==> config.mk <==
export PLATFORM = sky130hd
export DESIGN_NAME = tcam_seq_search
export DESIGN_NICKNAME = d
export VERILOG_FILES = /design/src/rtl/tcam_pkg.sv /design/src/rtl/tcam_bit_cmp.sv /design/src/rtl/tcam_seq_search.sv
export SDC_FILE = /design/constraint.sdc
export NUM_CORES = 1
export LEC_CHECK = 0
export ABC_AREA = 1
export CAP_MARGIN = 40
export CORE_MARGIN = 2
export CORE_UTILIZATION = 55
export DETAILED_ROUTE_END_ITERATION = 7
export HOLD_SLACK_MARGIN = 0.02
export PLACE_DENSITY = 0.75
export REMOVE_ABC_BUFFERS = 1
export SETUP_SLACK_MARGIN = 0.05
export SYNTH_ARGS = -nofsm -noshare
export SYNTH_HDL_FRONTEND = slang
export SYNTH_HIERARCHICAL = 1
export SYNTH_SLANG_ARGS = --single-unit
==> constraint.sdc <==
create_clock -name clk -period 2.31 [get_ports clk]
set_input_delay 0.231 -clock clk [delete_from_list [all_inputs] [get_ports clk]]
set_output_delay 0.231 -clock clk [all_outputs]
set_load 0.05 [all_outputs]
==> src/rtl/tcam_pkg.sv <==
// Shared defaults and FSM state type for the sequential TCAM search bank.
package tcam_pkg;
    localparam int KEY_W_DEF = 8;
    localparam int DEPTH_DEF = 16;

    typedef enum logic [1:0] {IDLE, SCAN, DONE} state_t;
endpackage

==> src/rtl/tcam_bit_cmp.sv <==
// One ternary bit compare built as a Fredkin (controlled-swap) gate:
// control A = mask, B = xnor(data, key), C = 1; bit_ok is the Q output.
module tcam_bit_cmp (
    input  logic mask,
    input  logic data,
    input  logic key,
    output logic bit_ok
);
    localparam logic C_IN = 1'b1;

    logic b_in;
    logic route_b;
    logic route_c;

    assign b_in    = ~(data ^ key);
    // Q takes B when the control is low and the swapped-in C when it is high.
    assign route_b = ~mask & b_in;
    assign route_c = mask & C_IN;
    assign bit_ok  = route_b | route_c;
endmodule

==> src/rtl/tcam_seq_search.sv <==
// Sequential ternary CAM: scans one entry per cycle and reports the lowest matching index.
// Optional macro TCAM_MULTI_HIT_EN: full scan every search plus a multi_hit output.
module tcam_seq_search
    import tcam_pkg::*;
#(
    parameter int KEY_W = KEY_W_DEF,
    parameter int DEPTH = DEPTH_DEF,
    parameter int IDX_W = $clog2(DEPTH)
) (
    input  logic             clk,
    input  logic             rst,
    input  logic             wr_en,
    input  logic [IDX_W-1:0] wr_idx,
    input  logic [KEY_W-1:0] wr_data,
    input  logic [KEY_W-1:0] wr_mask,
    input  logic             wr_valid,
    input  logic             srch_start,
    input  logic [KEY_W-1:0] srch_key,
    output logic             busy,
    output logic             done,
    output logic             hit,
    output logic [IDX_W-1:0] hit_idx
`ifdef TCAM_MULTI_HIT_EN
    ,
    output logic             multi_hit
`endif
);
    localparam logic [IDX_W-1:0] LAST_IDX = IDX_W'(DEPTH - 1);

    logic [KEY_W-1:0] data_mem [DEPTH];
    logic [KEY_W-1:0] mask_mem [DEPTH];
    logic [DEPTH-1:0] valid_mem;

    state_t           state;
    state_t           state_nxt;
    logic [IDX_W-1:0] ptr;
    logic [KEY_W-1:0] key_q;
    logic [KEY_W-1:0] bit_ok;
    logic             entry_match;
    logic             at_last;
    logic             scan_end;
    logic             wr_ok;

    assign wr_ok = wr_en & ~busy;

    // NOTE: data/mask storage has no reset; valid_mem alone decides whether an entry can match.
    always_ff @(posedge clk) begin
        if (wr_ok) begin
            data_mem[wr_idx] <= wr_data;
            mask_mem[wr_idx] <= wr_mask;
        end
    end

    always_ff @(posedge clk) begin
        if (rst) begin
            valid_mem <= '0;
        end else if (wr_ok) begin
            valid_mem[wr_idx] <= wr_valid;
        end
    end

    for (genvar b = 0; b < KEY_W; b++) begin : g_bit
        tcam_bit_cmp u_bit_cmp (
            .mask   (mask_mem[ptr][b]),
            .data   (data_mem[ptr][b]),
            .key    (key_q[b]),
            .bit_ok (bit_ok[b])
        );
    end

    assign entry_match = valid_mem[ptr] & (&bit_ok);
    assign at_last     = (ptr == LAST_IDX);
`ifdef TCAM_MULTI_HIT_EN
    assign scan_end    = at_last;
`else
    assign scan_end    = entry_match | at_last;
`endif

    // NOTE: all state registers use non-blocking assignments so every flop samples pre-edge values.
    always_ff @(posedge clk) begin
        if (rst) state <= IDLE;
        else     state <= state_nxt;
    end

    // NOTE: every output of this block gets a default first so no latch is inferred.
    always_comb begin
        state_nxt = state;
        busy      = 1'b0;
        done      = 1'b0;
        case (state)
            IDLE: if (srch_start) state_nxt = SCAN;
            SCAN: begin
                busy = 1'b1;
                if (scan_end) state_nxt = DONE;
            end
            DONE: begin
                busy      = 1'b1;
                done      = 1'b1;
                state_nxt = IDLE;
            end
            default: state_nxt = IDLE;
        endcase
    end

    always_ff @(posedge clk) begin
        if (rst) begin
            ptr     <= '0;
            key_q   <= '0;
            hit     <= 1'b0;
            hit_idx <= '0;
`ifdef TCAM_MULTI_HIT_EN
            multi_hit <= 1'b0;
`endif
        end else begin
            case (state)
                IDLE: if (srch_start) begin
                    key_q   <= srch_key;
                    ptr     <= '0;
                    hit     <= 1'b0;
                    hit_idx <= '0;
`ifdef TCAM_MULTI_HIT_EN
                    multi_hit <= 1'b0;
`endif
                end
                SCAN: begin
`ifdef TCAM_MULTI_HIT_EN
                    // First match fixes hit_idx; any later match flags a multi-hit.
                    if (entry_match) begin
                        if (!hit) begin
                            hit     <= 1'b1;
                            hit_idx <= ptr;
                        end else begin
                            multi_hit <= 1'b1;
                        end
                    end
                    if (!at_last) ptr <= ptr + 1'b1;
`else
                    if (entry_match) begin
                        hit     <= 1'b1;
                        hit_idx <= ptr;
                    end else if (!at_last) begin
                        ptr <= ptr + 1'b1;
                    end else begin
                        hit <= 1'b0;
                    end
`endif
                end
                default: ;
            endcase
        end
    end
endmodule

==> summary.txt, run 1 <==
Outcome
  • Status: finished, violations left
  • Violated checks: setup timing

Detailed routing
  • Routed len/inst: 21.97 µm
  • Pre-antenna DRT Iters: 5
  • DR iter-0 viols: approximately 760
  • Final ANT Viol Nets: 0
  • Routed vias/inst: approximately 5.9
  • Vias after detailed routing: between 8000 and 9000
  • Final wirelength: ~30 mm
  • DRC: 0

GRT
  • GRT overflow: 0
  • Number of global-route vias before repair: 8287
  • First-pass GRT wire length: ~46 mm
  • Antenna violations before repair: 0
  • GRT Total Usage: between 20% and 30%
  • Largest net degree at the start of global routing: 40

Worst setup path
  • Crit end category: register
  • Slowest-stage cell, CP: dfxtp_4
  • R2R cell count: 18
  • Crit-path max cell delay: 0.36 ns
  • Reg2reg end: hit_idx[0]
  • Worst EP arrival: 2.94 ns
  • Critical path peak fanout: 7
  • CP Class: reg -> reg
  • Critical path, cell by cell: buf_12 > buf_12 > buf_16 > o21ai_1 > o211ai_1 > nand3_1 > nand2_2 > inv_2 > nand2_2 > nand3_2 > nand4_1 > nor2_1 > buf_4 > nand3_4 > inv_4 > nand2_4 > nand3_2 > a21oi_1
  • Data required, critical path: 2.72 ns
  • Startpoint Class: register
  • R2r setup slk: -0.23 ns

Placed design
  • IO Port Bufs: 39
  • GPL Wtd Cong: 0.8705
  • DP Area: 0.01350 mm²
  • HPWL Detailed: roughly 16 mm

Clock tree
  • Reg clk slew, reported paths: ~0.06 ns
  • H-tree depth: 1
  • TritonCTS clock tree: built
  • CTS Buffer Depth: 3
  • Root Driver: clkbuf_16
  • Clock sinks: 295
  • Worst-Skew Late Latency: 0.54 ns
  • CTS Buf Count: 30

Logic synthesis
  • Yosys top cell by area: edfxtp_1
  • Synth top area share: 62.85%
  • Avg Cell Area, Syn: approximately 12 µm²
  • Post-Synthesis Cell Area: approximately 0.012 mm²
  • Most area-consuming cells after synthesis: edfxtp_1 63%, dfxtp_1 6.4%, mux2i_1 5.2%
  • Syn Inst Count: slightly below 1000
  • Synth cell types: 27
  • Synth Warn #: 6
  • Yosys reg bits: approximately 300
  • Register area share after synthesis: 69.23%

Timing
  • Clock skew: 0.01413 ns
  • Min Hold Slack: around 0.33 ns
  • Max Fclk: 394.4 MHz
  • Slew HR: 57.64%
  • Worst Tran Pin Value: 0.6347 ns
  • Final Hold Fails: 0
  • Final period util: 109.8%
  • RSZ-0062 raised after global routing: yes
  • Setup WS post-layout: -0.2255 ns
  • Slew Limit Fails: 0
  • Setup Viol. Count Final: 15
  • TNS Setup: -3.065 ns
  • Min cycle time layout: between 2 and 3 ns

Hold path
  • Hold Startpoint: srch_key[3]
  • Worst hold stages: 3
  • Worst hold endpoint: key_q[3]
  • Min-delay worst type: in -> reg

Die
  • CORE AREA: 0.02182 mm²
  • Die span in x: between 150 and 200 µm
  • Row cnt: between 50 and 60
  • Die H: approximately 150 µm
  • Die area: 0.02345 mm²
  • Boundary pin count: 40
  • Initial cell density of the core: a little under three fifths

Cells and area
  • Diode count: 0
  • Design area: between 0.015 and 0.02 mm²
  • Fraction of layout cells with a size suffix above 1: a little under a fifth
  • Synthesis-to-layout area growth: 24.09%
  • Layout net count: 1137

Power
  • Max VDD drop: 0.0006158 V
  • Pwr Total: 13.39 mW
  • PwrDens: 882.4 mW/mm²
  • Leak pwr: 5.449 nW

Job
  • Max-Cap Viols: 0
[power breakdown]
part | switching [mW] | internal, mW | total, mW
registers | 0.0848 | 5.91 | 5.99
logic | 1.55 | 1.18 | 2.73
clock network | 1.91 | 2.75 | 4.67
[logic make-up after synthesis]
logic type | Yosys count | share of synthesized area (%)
AO/OA/AOI/OAI | 253 | 11.67
multiplexers | 64 | 5.237
AND/OR/NAND/NOR | 199 | 7.314
adder cells (fa/ha/maj) | 5 | 0.5115
flip-flops | 295 | 69.23
buffers and inverters | 179 | 6.035
[sequential cells by signal, indices dropped and copies added (netlist names), named ones only]
signal     cells
valid_mem     16
ptr            4
key_q          8
hit_idx        4
hit            1
state          2
data_mem     128
mask_mem     128
[timing repair]
item                                    in CTS  in global routing
resized for setup                           89                 35
cloned                                      12                  1
setup buffers                                7                  5
pin swaps                                   35                 19
hold endpoints to repair                     0                  0
hold buffers                                 0                  0
endpoints found under the setup margin      16                 15
[placed cells by master, fill, tap and decap left out, drive strengths merged]
cell type	synthesis	final
edfxtp	256	256
inv	129	129
o21ai	101	101
a21oi	87	87
nand2	83	83
buf	26	81
o211ai	64	64
mux2i	64	64
nand3	56	56
nor2	54	54
clkbuf	23	43
dfxtp	39	39
clkdlybuf4s50	0	38
clkinv	1	12
ha	5	5
nand4	3	3
nor3	2	2
clkinvlp	0	2
nor4	1	1
a31oi	1	1
bufinv	0	1
dlygate4sd2	0	1
[synth_stat cells]
library cell	number
o21ai_1	2
a21oi_1	87
nand2_2	1
nor2_1	54
nor3_1	2
nand4_1	3
o211ai_1	64
a31oi_1	1
ha_1	5
buf_1	6
nand3_2	10
inv_2	3
nand3_4	1
o21ai_0	99
nand3_1	45
nor4_1	1
nand2_1	82
inv_1	126
clkinv_1	1
edfxtp_1	256
mux2i_1	64
clkbuf_1	23
buf_8	1
dfxtp_1	39
buf_4	5
buf_6	3
buf_2	11
[routing by layer]
layer	vias to the layer above	GRT usage, %	share of wire, %
li1	3782	-	-
met1	4035	34.56	38
met2	407	42.33	49
met3	89	4.111	8.7
met4	0	11.46	3.7
met5	-	0	0
[final cells by class]
class | count | area [µm²]
Fill cell | 1465 | 6645
Sequential cell | 295 | 8473
Tap cell | 280 | 350.3
Clock buffer | 42 | 880.8
Inverter | 130 | 490.5
Clock inverter | 14 | 92.59
Multi-Input combinational cell | 521 | 3247
Timing Repair Buffer | 121 | 1644
[critical path: cells and delay by family, from the launching register on]
kind,cells,cell delay [ns]
buffers and inverters,6,0.74
and+or+nand+nor,9,0.96
AOI/OAI and AO/OA,3,0.32
DFF,1,0.36
[how the worst max path moves through the flow]
stage               startpoint         end  slack, ns
CTS                   register  hit_idx[1]      -0.15
global placement      register  hit_idx[1]      -0.07
detailed placement    register  hit_idx[0]      -0.15
floorplan             register  hit_idx[0]      -3.50
global route          register  hit_idx[2]      -0.41
finish                register  hit_idx[0]      -0.23
[through the flow]
stage	utilization [%]	worst slack [ns]	cells
after global routing	69.55	-0.4122	1403
final	69.55	-0.2255	1403
after detailed placement	61.85	-0.1523	1324
after floorplan	-	-3.499	946
after CTS	68.91	-0.1488	1398
after global placement	61.85	-0.06508	1324
No activity file was read; power rests on OpenSTA's default activity.
==> inputs of run 2 (changes only) <==
--- a/config.mk
+++ b/config.mk
@@ -7,6 +7,7 @@
 export LEC_CHECK = 0
 export ABC_AREA = 1
 export CAP_MARGIN = 40
+export CORE_ASPECT_RATIO = 0.75
 export CORE_MARGIN = 2
 export CORE_UTILIZATION = 55
 export DETAILED_ROUTE_END_ITERATION = 7
==> run 2 against run 1 <==
Effect of this change: the run still ends with setup timing left; power is 4.9% lower; first-iteration DRC count is 26% higher; fmax is 1.4% lower; core utilization is 2.1 points lower; cell count hardly changed; clock power is 9.0% lower; routed wire length is 3.6% lower; register-to-register slack worse by 0.04 ns; clock-buffer cell count is 6 lower; critical path depth stayed put; worst hold slack worse by 0.016 ns; critical path type unchanged; largest power group unchanged.
==> summary.txt, run 2 (synthesis results as in run 1) <==
Outcome
  • Status: finished, violations left
  • Violated checks: setup timing

Hold path
  • Worst hold endpoint: key_q[4]
  • Worst hold stages: 3 (unchanged)
  • Min-delay worst type: in -> reg
  • Hold Startpoint: srch_key[4]

Cells and area
  • Synthesis-to-layout area growth: 21.02%
  • Fraction of layout cells with a size suffix above 1: 16.13% (-2.8 points)
  • Layout net count: 1128 (-0.79%)
  • Most common cell after layout, fill and taps aside: edfxtp_1
  • Most frequent cells in the layout: 256 x edfxtp_1, 125 x inv_1, 91 x o21ai_0, 83 x a21oi_1, 74 x nand2_1
  • Diode count: 0 (unchanged)
  • Top Registers: data_mem x128, mask_mem x128, valid_mem x16
  • Design area: 0.01480 mm² (-2.5%)

Power
  • Combinational fraction of design power: 19.5% (-0.9 points)
  • Max VDD drop: 0.0007167 V (+16%)
  • Net Sw Power: 3.427 mW (-3.5%)
  • Sequential power share: 47.1% (+2.4 points)
  • Sw Share: 26.92% (+0.39 points)
  • Int Pwr: 9.306 mW (-5.4%)
  • Clk pwr share: 33.4% (-1.5 points)
  • Leak pwr: 5.306 nW (-2.6%)
  • PwrDens: 860.2 mW/mm² (-2.5%)

Timing
  • Worst Tran Pin Value: 0.6041 ns (-0.03059 ns)
  • Min Hold Slack: 0.3189 ns (-0.01578 ns)
  • Slew HR: 59.60% (+2.0 points)
  • Slew Limit Fails: 0 (unchanged)
  • Final period util: 111.3% (+1.6 points)
  • Clock skew: 0.01957 ns (+0.005437 ns)
  • RSZ-0062 raised after global routing: yes
  • Max Fclk: 388.8 MHz (-1.4%)
  • Setup Viol. Count Final: 15 (unchanged)
  • Final Hold Fails: 0 (unchanged)
  • Min cycle time layout: 2.572 ns (+0.03652 ns)
  • Setup WS post-layout: -0.2620 ns (-0.03651 ns)

Placed design
  • HPWL Detailed: 16.85 mm (+3.3%)
  • GPL Wtd Cong: 0.8308 (-4.6%)
  • Setup Slack @ Placement: -0.2726 ns (-0.1203 ns)
  • IO Port Bufs: 39 (unchanged)
  • DP Area: 0.01354 mm² (+0.30%)

Detailed routing
  • Final wirelength: 29.70 mm (-3.6%)
  • DRC: 0 (unchanged)
  • Routed vias/inst: 5.802 (-2.1%)
  • Vias after detailed routing: 8146 (-2.0%)
  • Final ANT Viol Nets: 0 (unchanged)
  • Pre-antenna DRT Iters: 5 (unchanged)
  • DR iter-0 viols: 960 (+26%)
  • Routed len/inst: 21.15 µm (-3.7%)

Job
  • Max-Cap Viols: 0 (unchanged)

Die
  • CORE AREA: 0.02193 mm² (+0.51%)
  • Die area: 0.02346 mm² (about the same)
  • Initial cell density of the core: 55.76% (-0.28 points)
  • Boundary pin count: 40 (unchanged)
  • Die H: 133.2 µm (-13%)
  • Row cnt: 47 (-13%)
  • Die span in x: 176.2 µm (+15%)

Clock tree
  • Reg clk slew, reported paths: 0.06 ns (about the same)
  • TritonCTS clock tree: built
  • CTS Buf Count: 28 (-6.7%)
  • Worst-Skew Late Latency: 0.55 ns (about the same)
  • Root Driver: clkbuf_16
  • Clock sinks: 295 (unchanged)
  • H-tree depth: 1 (unchanged)
  • CTS Buffer Depth: 3 (unchanged)

Worst setup path
  • R2R cell count: 18 (unchanged)
  • Crit end category: register
  • Critical path, cell by cell: buf_12 > buf_4 > clkbuf_16 > a21oi_1 > o21ai_0 > o211ai_1 > nand3_1 > nand2_1 > nand2_1 > nand3_2 > nand4_1 > nor2_2 > buf_6 > nand3_4 > inv_4 > nand2_4 > nand3_2 > a21oi_2
  • Critical path peak fanout: 12 (+5)
  • Slowest-stage cell, CP: dfxtp_4
  • Startpoint Class: register
  • Data required, critical path: 2.74 ns (+0.02 ns)
  • Reg2reg end: hit_idx[3]
  • CP Buf/Inv Count: 5 (-1)
  • R2r setup slk: -0.26 ns (-0.04 ns)
  • CP delay by family, top: simple AND/OR/NAND/NOR gates
  • CP Class: reg -> reg
  • Crit-path max cell delay: 0.39 ns (+0.03 ns)
  • Worst EP arrival: 3.00 ns (+0.06 ns)

GRT
  • Number of global-route vias before repair: 7745 (-6.5%)
  • Largest net degree at the start of global routing: 31 (-23%)
  • GRT overflow: 0 (unchanged)
  • GRT Total Usage: 25.21% (-0.66 points)
  • First-pass GRT wire length: 44.29 mm (-4.6%)
  • Antenna violations before repair: 0 (unchanged)
==> run 2: cell count changes in the layout (fill, tap and decap cells not counted), moves of 7 or more <==
cell,before,now
a21oi_1,70,83
nand2_2,15,6
buf_16,12,1
nand2_1,67,74
o21ai_0,64,91
a21oi_2,17,4
o21ai_1,33,10
==> run 2: worst max-delay path by stage <==
| stage | from | cells after the start | endpoint | slack (ns) |
|---|---|---|---|---|
| floorplan | register | 13 | hit_idx[0] | -3.50 |
| global placement | register | 16 | hit_idx[0] | -0.16 |
| detailed placement | register | 16 | hit_idx[3] | -0.27 |
| CTS | register | 17 | ptr[3] | -0.15 |
| global route | register | 18 | hit_idx[3] | -0.38 |
| finish | register | 18 | hit_idx[3] | -0.26 |
==> run 2: layout make-up <==
type                       instances  area (µm²)
timing repair buffer             114        1415
tap                              294       367.9
clock buffer                      36       770.7
inverter                         130       490.5
sequential                       295        8473
multi-input combinational        521        3199
fill                            1483        7132
clock inverter                    14       86.33
==> run 2: tightest hold or removal path, delay by kind of cell <==
family	cells	cell delay, ns
AOI/OAI and AO/OA	1	0.15
buffers and inverters	1	0.39
and+or+nand+nor	1	0.04
==> run 2: timing repair <==
action                                  in CTS  in global routing
cloned                                       2                  1
gates resized for setup                     26                 32
hold buffers                                 0                  0
pin swaps                                   11                 21
buffers inserted                            11                  5
endpoints found under the setup margin      16                 15
hold endpoints to repair                     0                  0
==> run 2: through the flow <==
| step | total power [mW] | utilization, % | instances | setup TNS (ns) |
|---|---|---|---|---|
| 2_1_floorplan | 7.441 | - | 946 | -93.95 |
| 3_3_place_gp | 8.192 | 61.72 | 1336 | -2.211 |
| 3_5_place_dp | 8.250 | 61.72 | 1336 | -3.650 |
| 4_1_cts | 12.61 | 66.73 | 1398 | -2.038 |
| 5_1_grt | 13.20 | 67.49 | 1404 | -5.118 |
| 6_report | 12.73 | 67.49 | 1404 | -3.370 |
==> run 2: power groups by stage <==
stage	Sequential [mW]	Combinational (mW)	Clock, mW
2_1_floorplan	6.26	1.18	0
3_5_place_dp	6.13	2.12	0
4_1_cts	5.99	2.33	4.29
6_report	6.00	2.49	4.25
5_1_grt	6.01	2.69	4.50
3_3_place_gp	6.12	2.07	0
==> run 2: metal layers <==
| layer | share of wire, % | global-route usage, % | up-vias | routed length (µm) |
|---|---|---|---|---|
| li1 | - | - | 3754 | - |
| met1 | 40 | 35.78 | 3885 | 11840 |
| met2 | 48 | 40.31 | 435 | 14200 |
| met3 | 9.9 | 4.595 | 72 | 2949 |
| met4 | 2.4 | 7.484 | 0 | 715 |
| met5 | 0 | 0 | - | 0 |
